$ cat src/rtl/mux2_rr_arbiter.sv
// -----------------------------------------------------------------------------
// mux2_rr_arbiter
//
// Round-robin arbiter for two requesters that share one WIDTH-bit 2:1 mux
// datapath. The arbiter owns the registered select line s, presents the
// granted requester's data downstream with a valid/ready handshake, and
// returns a per-requester acknowledge on each accepted beat. No data is
// registered; y is always the mux of d0/d1 under s.
//
// Parameters:
//   WIDTH      data width of d0, d1 and y
//   MAX_BURST  consecutive beats per grant (1..15), burst build only
//
// Ports:
//   clk      single clock, all state updates on the rising edge
//   rst      synchronous active-high reset
//   req0/d0  requester 0 request and data, held until ack0
//   ack0     requester 0 beat transferred this cycle
//   req1/d1  requester 1 request and data, held until ack1
//   ack1     requester 1 beat transferred this cycle
//   y        shared output: d1 when s=1, else d0
//   y_valid  y carries a granted beat
//   y_ready  consumer accepts y this cycle
//   s        registered mux select (current or last grant)
//   busy     high in any GRANT state
//
// Configuration macro:
//   MUX2_ARB_BURST_EN  when defined, a grant is kept for up to MAX_BURST
//                      consecutive beats (or indefinitely while the other
//                      requester is idle). When undefined, arbitration is
//                      strict per-beat round-robin and MAX_BURST is unused.
// -----------------------------------------------------------------------------

// Single-bit 2:1 mux cell: y = sel ? b : a.
module mux2_1 (
  input  logic a,
  input  logic b,
  input  logic sel,
  output logic y
);

  assign y = sel ? b : a;

endmodule

module mux2_rr_arbiter #(
  parameter int WIDTH     = 8,
  parameter int MAX_BURST = 4
) (
  input  logic             clk,
  input  logic             rst,
  input  logic             req0,
  input  logic [WIDTH-1:0] d0,
  output logic             ack0,
  input  logic             req1,
  input  logic [WIDTH-1:0] d1,
  output logic             ack1,
  output logic [WIDTH-1:0] y,
  output logic             y_valid,
  input  logic             y_ready,
  output logic             s,
  output logic             busy
);

  typedef enum logic [1:0] {
    IDLE   = 2'd0,
    GRANT0 = 2'd1,
    GRANT1 = 2'd2
  } state_t;

  state_t state, state_next;
  logic   s_next;
  logic   prio, prio_next;

  logic   grant_active;
  logic   cur_idx;
  logic   cur_req;
  logic   other_req;

`ifdef MUX2_ARB_BURST_EN
  localparam logic [4:0] BURST_LIMIT = 5'(MAX_BURST);

  logic [3:0] burst_cnt, burst_cnt_next;
  logic       burst_keep;
`endif

  // Tie-break helper: both requesting -> favoured index p, otherwise
  // whichever one is requesting (callers only use the result when at
  // least one request is present).
  function automatic logic arb_pick(input logic r0, input logic r1, input logic p);
    if (r0 && r1) begin
      return p;
    end
    return r1;
  endfunction

  // Datapath: one mux2_1 cell per bit, all steered by the registered select.
  for (genvar i = 0; i < WIDTH; i++) begin : g_mux
    mux2_1 u_mux (
      .a   (d0[i]),
      .b   (d1[i]),
      .sel (s),
      .y   (y[i])
    );
  end

  // Request level of the currently granted side; zero when idle.
  assign grant_active = (state == GRANT0) || (state == GRANT1);
  assign cur_idx      = (state == GRANT1);
  assign cur_req      = grant_active && (cur_idx ? req1 : req0);
  assign other_req    = cur_idx ? req0 : req1;

  // Handshake outputs are combinational off the grant and are forced low
  // during reset so no beat is acknowledged in the reset cycle.
  assign y_valid = cur_req && !rst;
  assign ack0    = (state == GRANT0) && req0 && y_ready && !rst;
  assign ack1    = (state == GRANT1) && req1 && y_ready && !rst;
  assign busy    = grant_active;

`ifdef MUX2_ARB_BURST_EN
  // The current requester keeps the grant while it is under its burst
  // allowance, or for as long as the other side has nothing to send.
  assign burst_keep = (({1'b0, burst_cnt} + 5'd1) < BURST_LIMIT) || !other_req;
`endif

  // Next-state logic. Re-arbitration after a transfer happens on the same
  // edge as the transfer, so back-to-back beats have no bubble. A withdrawn
  // request returns to IDLE without touching prio or s.
  always_comb begin
    state_next = state;
    s_next     = s;
    prio_next  = prio;
`ifdef MUX2_ARB_BURST_EN
    burst_cnt_next = burst_cnt;
`endif

    case (state)
      IDLE: begin
        if (req0 || req1) begin
          s_next     = arb_pick(req0, req1, prio);
          state_next = arb_pick(req0, req1, prio) ? GRANT1 : GRANT0;
        end
      end

      GRANT0, GRANT1: begin
        if (!cur_req) begin
          state_next = IDLE;
`ifdef MUX2_ARB_BURST_EN
          burst_cnt_next = 4'd0;
`endif
        end else if (y_ready) begin
`ifdef MUX2_ARB_BURST_EN
          if (burst_keep) begin
            // Saturate so a long uncontended run cannot wrap the count.
            burst_cnt_next = (burst_cnt == 4'hF) ? burst_cnt : burst_cnt + 4'd1;
          end else begin
            burst_cnt_next = 4'd0;
            prio_next      = !cur_idx;
            s_next         = arb_pick(req0, req1, !cur_idx);
            state_next     = arb_pick(req0, req1, !cur_idx) ? GRANT1 : GRANT0;
          end
`else
          prio_next  = !cur_idx;
          s_next     = arb_pick(req0, req1, !cur_idx);
          state_next = arb_pick(req0, req1, !cur_idx) ? GRANT1 : GRANT0;
`endif
        end
      end

      default: begin
        state_next = IDLE;
`ifdef MUX2_ARB_BURST_EN
        burst_cnt_next = 4'd0;
`endif
      end
    endcase
  end

  // State registers with synchronous reset.
  always_ff @(posedge clk) begin
    if (rst) begin
      state <= IDLE;
      s     <= 1'b0;
      prio  <= 1'b0;
`ifdef MUX2_ARB_BURST_EN
      burst_cnt <= 4'd0;
`endif
    end else begin
      state <= state_next;
      s     <= s_next;
      prio  <= prio_next;
`ifdef MUX2_ARB_BURST_EN
      burst_cnt <= burst_cnt_next;
`endif
    end
  end

endmodule

$ cat config.mk
export PLATFORM = sky130hd
export DESIGN_NAME = mux2_rr_arbiter
export DESIGN_NICKNAME = d
export VERILOG_FILES = /design/src/rtl/mux2_rr_arbiter.sv
export SDC_FILE = /design/constraint.sdc
export NUM_CORES = 1
export LEC_CHECK = 0
export ABC_AREA = 1
export BUFFER_PORTS_ARGS = -buffer_cell sky130_fd_sc_hd__buf_4
export CAP_MARGIN = 20
export CELL_PAD_IN_SITES_DETAIL_PLACEMENT = 1
export CELL_PAD_IN_SITES_GLOBAL_PLACEMENT = 2
export CORE_MARGIN = 10
export CORE_UTILIZATION = 20
export DETAILED_ROUTE_END_ITERATION = 10
export GPL_TIMING_DRIVEN = 0
export PLACE_DENSITY = 0.84
export SLEW_MARGIN = 0
export SYNTH_ARGS = -nofsm -noshare
export SYNTH_HDL_FRONTEND = slang
export SYNTH_SLANG_ARGS = --single-unit
export TNS_END_PERCENT = 5
$ cat constraint.sdc
create_clock -name clk -period 3.3 [get_ports clk]
set_input_delay 0.825 -clock clk [delete_from_list [all_inputs] [get_ports clk]]
set_output_delay 0.825 -clock clk [all_outputs]
set_load 0.02 [all_outputs]
==> impl_metrics.json <==
{
  "layout.nets": 167,
  "place.gp.congestion": 0.7503,
  "rsz0062_at_grt": "no",
  "yosysTopAreaCellShare_pct": 33.86,
  "n_antenna_cell": 0,
  "synth-seq-cells": 4,
  "grt_overflow": 0,
  "row_count": 19,
  "grt.busiest_layer": "met2",
  "grt_pass1_vias": 767,
  "switching_share_pct": 46.57,
  "cp_data_required_time_ns": 2.47,
  "yosys.area_share.simple_pct": 46.95,
  "clkLatencyLatePin_ns": 0.23,
  "whs_ns": 0.4631,
  "grtUsageMet3_pct": 4.490,
  "seqPwrFrac_pct": 14.7,
  "post_cts_buffers": 0,
  "hold_viol": 0,
  "p_leak_nw": 0.5162,
  "ioPinCount": 34,
  "report.final.slew_viol_count": 0,
  "hold_path_end": "prio",
  "cts_buffer_depth": 2,
  "r2r_end": "s",
  "drt_first_pass_iters": 2,
  "worst_pin_slew_ns": 0.2627,
  "avgSynthCellArea_um2": 5.381,
  "cts_tree": "yes",
  "switchingPower_uw": 216.2,
  "io_buffers": 33,
  "first_iter_violations": 14,
  "comb_power_share_pct": 72.2,
  "grt_max_degree": 10,
  "synth_compound_area_share_pct": 6.095,
  "vias": 716,
  "track_usage_pct": 7.919,
  "synthDistinctLibCells": 15,
  "synthArstFlopShare_pct": 0,
  "htreeDepth": 1,
  "crit_path_end_kind": "primary output",
  "synth_top_area_cell": "nand2_1",
  "place_ws_ns": 0.9850,
  "outcome": "finished clean",
  "die_h_um": 72.65,
  "drive_gt1_share_pct": 34.53,
  "pwr-share-clk_pct": 13.2,
  "path_clk_slew_ns": 0.04,
  "grt_pass1_wl_um": 3450,
  "hold_path_depth": 2,
  "cts_hold_buf": 0,
  "dpl_cell_area_um2": 840.8,
  "ys_seq_area_share_pct": 14.45,
  "via_per_inst": 4.212,
  "core-area_um2": 2710,
  "fmax_mhz": 403.1,
  "worst_r2r_startpoint": "state[0]",
  "r2r_slack_ns": 1.70,
  "hp-class": "reg -> reg",
  "dieArea_um2": 5277,
  "numCtsBuffers": 3,
  "hp-start": "prio",
  "yosys-top-cells-area": "nand2_1, dfxtp_1, ha_1",
  "synth.most_common_cell": "nand2_1",
  "start_util_pct": 20.45,
  "die_w_um": 72.65,
  "peakVddDrop_mv": 0.2596,
  "antenna_found_initial": 0,
  "rr_worst_depth": 9,
  "detail-route-antenna-nets": 0,
  "critPathKind": "reg -> out",
  "cap_violations": 0,
  "min_period_ns": 2.481,
  "setup_viol": 0,
  "arrival_ns": 1.66,
  "wl_um": 2069,
  "drc_errors": 0,
  "synthAdderAreaFrac_pct": 11.29,
  "relSlewSlack_pct": 82.38,
  "final.period_utilization_pct": 75.17,
  "synthMuxAreaShare_pct": 0,
  "cts.repair.resized": 0,
  "synth-edff-count": 0,
  "root_buffer": "clkbuf_4",
  "setup_tns_ns": 0,
  "synth_fp_nets": 129,
  "start_kind": "register",
  "fin_ws_ns": 0.8193,
  "area_growth_pct": 55.76,
  "synth_xor_area_share_pct": 0,
  "p_int_uw": 248.1,
  "fin_area_um2": 863.3,
  "yosys_warnings": 0,
  "wl_per_cell_um": 12.17,
  "use_met2_pct": 12.43,
  "cp_max_fo": 8,
  "synth_flop_cell": "dfxtp_1",
  "postSynthCellCount": 103,
  "hpwlAfterDp_um": 1815,
  "power_density_nw_per_um2": 537.8,
  "synth_common_cells": "nand2_1, inv_1, buf_4",
  "cts.sinks": 4,
  "synth_top_family_by_area": "simple AND/OR/NAND/NOR gates",
  "syn_area_um2": 554.3,
  "skew_ns": 0.003212,
  "grt_util_met1_pct": 9.295
}
==> stage by stage <==
step                power [mW]  util, %  instances
finish                  0.4643    31.86        170
global route            0.5157    31.86        170
CTS                     0.4763    31.86        170
detailed placement      0.4111    31.02        167
global placement        0.4027    31.02        167
floorplan               0.2884        -        103
==> layout make-up <==
cell class,count,area (um2)
timing repair buffer,33,247.7
inverter,14,52.55
clock buffer,3,22.52
tap,31,38.79
multi-input combinational,76,356.6
sequential,4,80.08
fill,366,1847
buffer,9,65.06
==> state kept, by name, summed over array words and instances, names as in the netlist <==
register / count
prio: 1
state: 2
s: 1
==> worst max-delay path: stages (launching register included) <==
cell     delay [ns]
dfxtp_1        0.40
inv_1          0.11
ha_1           0.46
inv_1          0.10
nor3_1         0.19
buf_4          0.17
==> per-layer routing <==
metal / part of all wire [%] / wire [um]
met4: 0.43 / 9
met1: 47 / 972
met2: 39 / 812
met5: 0 / 0
met3: 13 / 274
==> kinds of logic (layout without fill, tap and decap cells) <==
logic type | Yosys count | in the layout
buf+inv | 23 | 59
fa+ha+maj | 5 | 5
simple gates | 65 | 65
compound gates | 6 | 6
flops | 4 | 4
==> power by group through the flow <==
stage	registers [mW]	clock network, mW	logic [mW]
CTS	0.0684	0.0651	0.343
detailed placement	0.0695	0	0.342
global placement	0.0680	0	0.335
global route	0.0692	0.0677	0.379
finish	0.0681	0.0612	0.335
floorplan	0.0717	0	0.217
==> worst max-delay path by stage <==
stage / from / depth (start not counted) / endpoint / slack [ns]
4_1_cts: state[0] / 5 / y_valid / 0.79
6_report: state[0] / 5 / y_valid / 0.82
3_3_place_gp: req1 / 6 / y_valid / 0.98
5_1_grt: state[0] / 5 / y_valid / 0.64
3_5_place_dp: req1 / 6 / y_valid / 0.98
2_1_floorplan: req1 / 2 / ack1 / 0.91
==> cells in the final DEF (no fill, tap or decap), drive strengths merged <==
cell type and instances:
nand2 52, nor3 1, clkinv 1, a21oi 4, nand3 6, inv 13, dfxtp 4, ha 5
nor4 1, clkbuf 3, buf 42, nor2 5, o21ai 2
No activity file was read; power rests on OpenSTA's default activity.
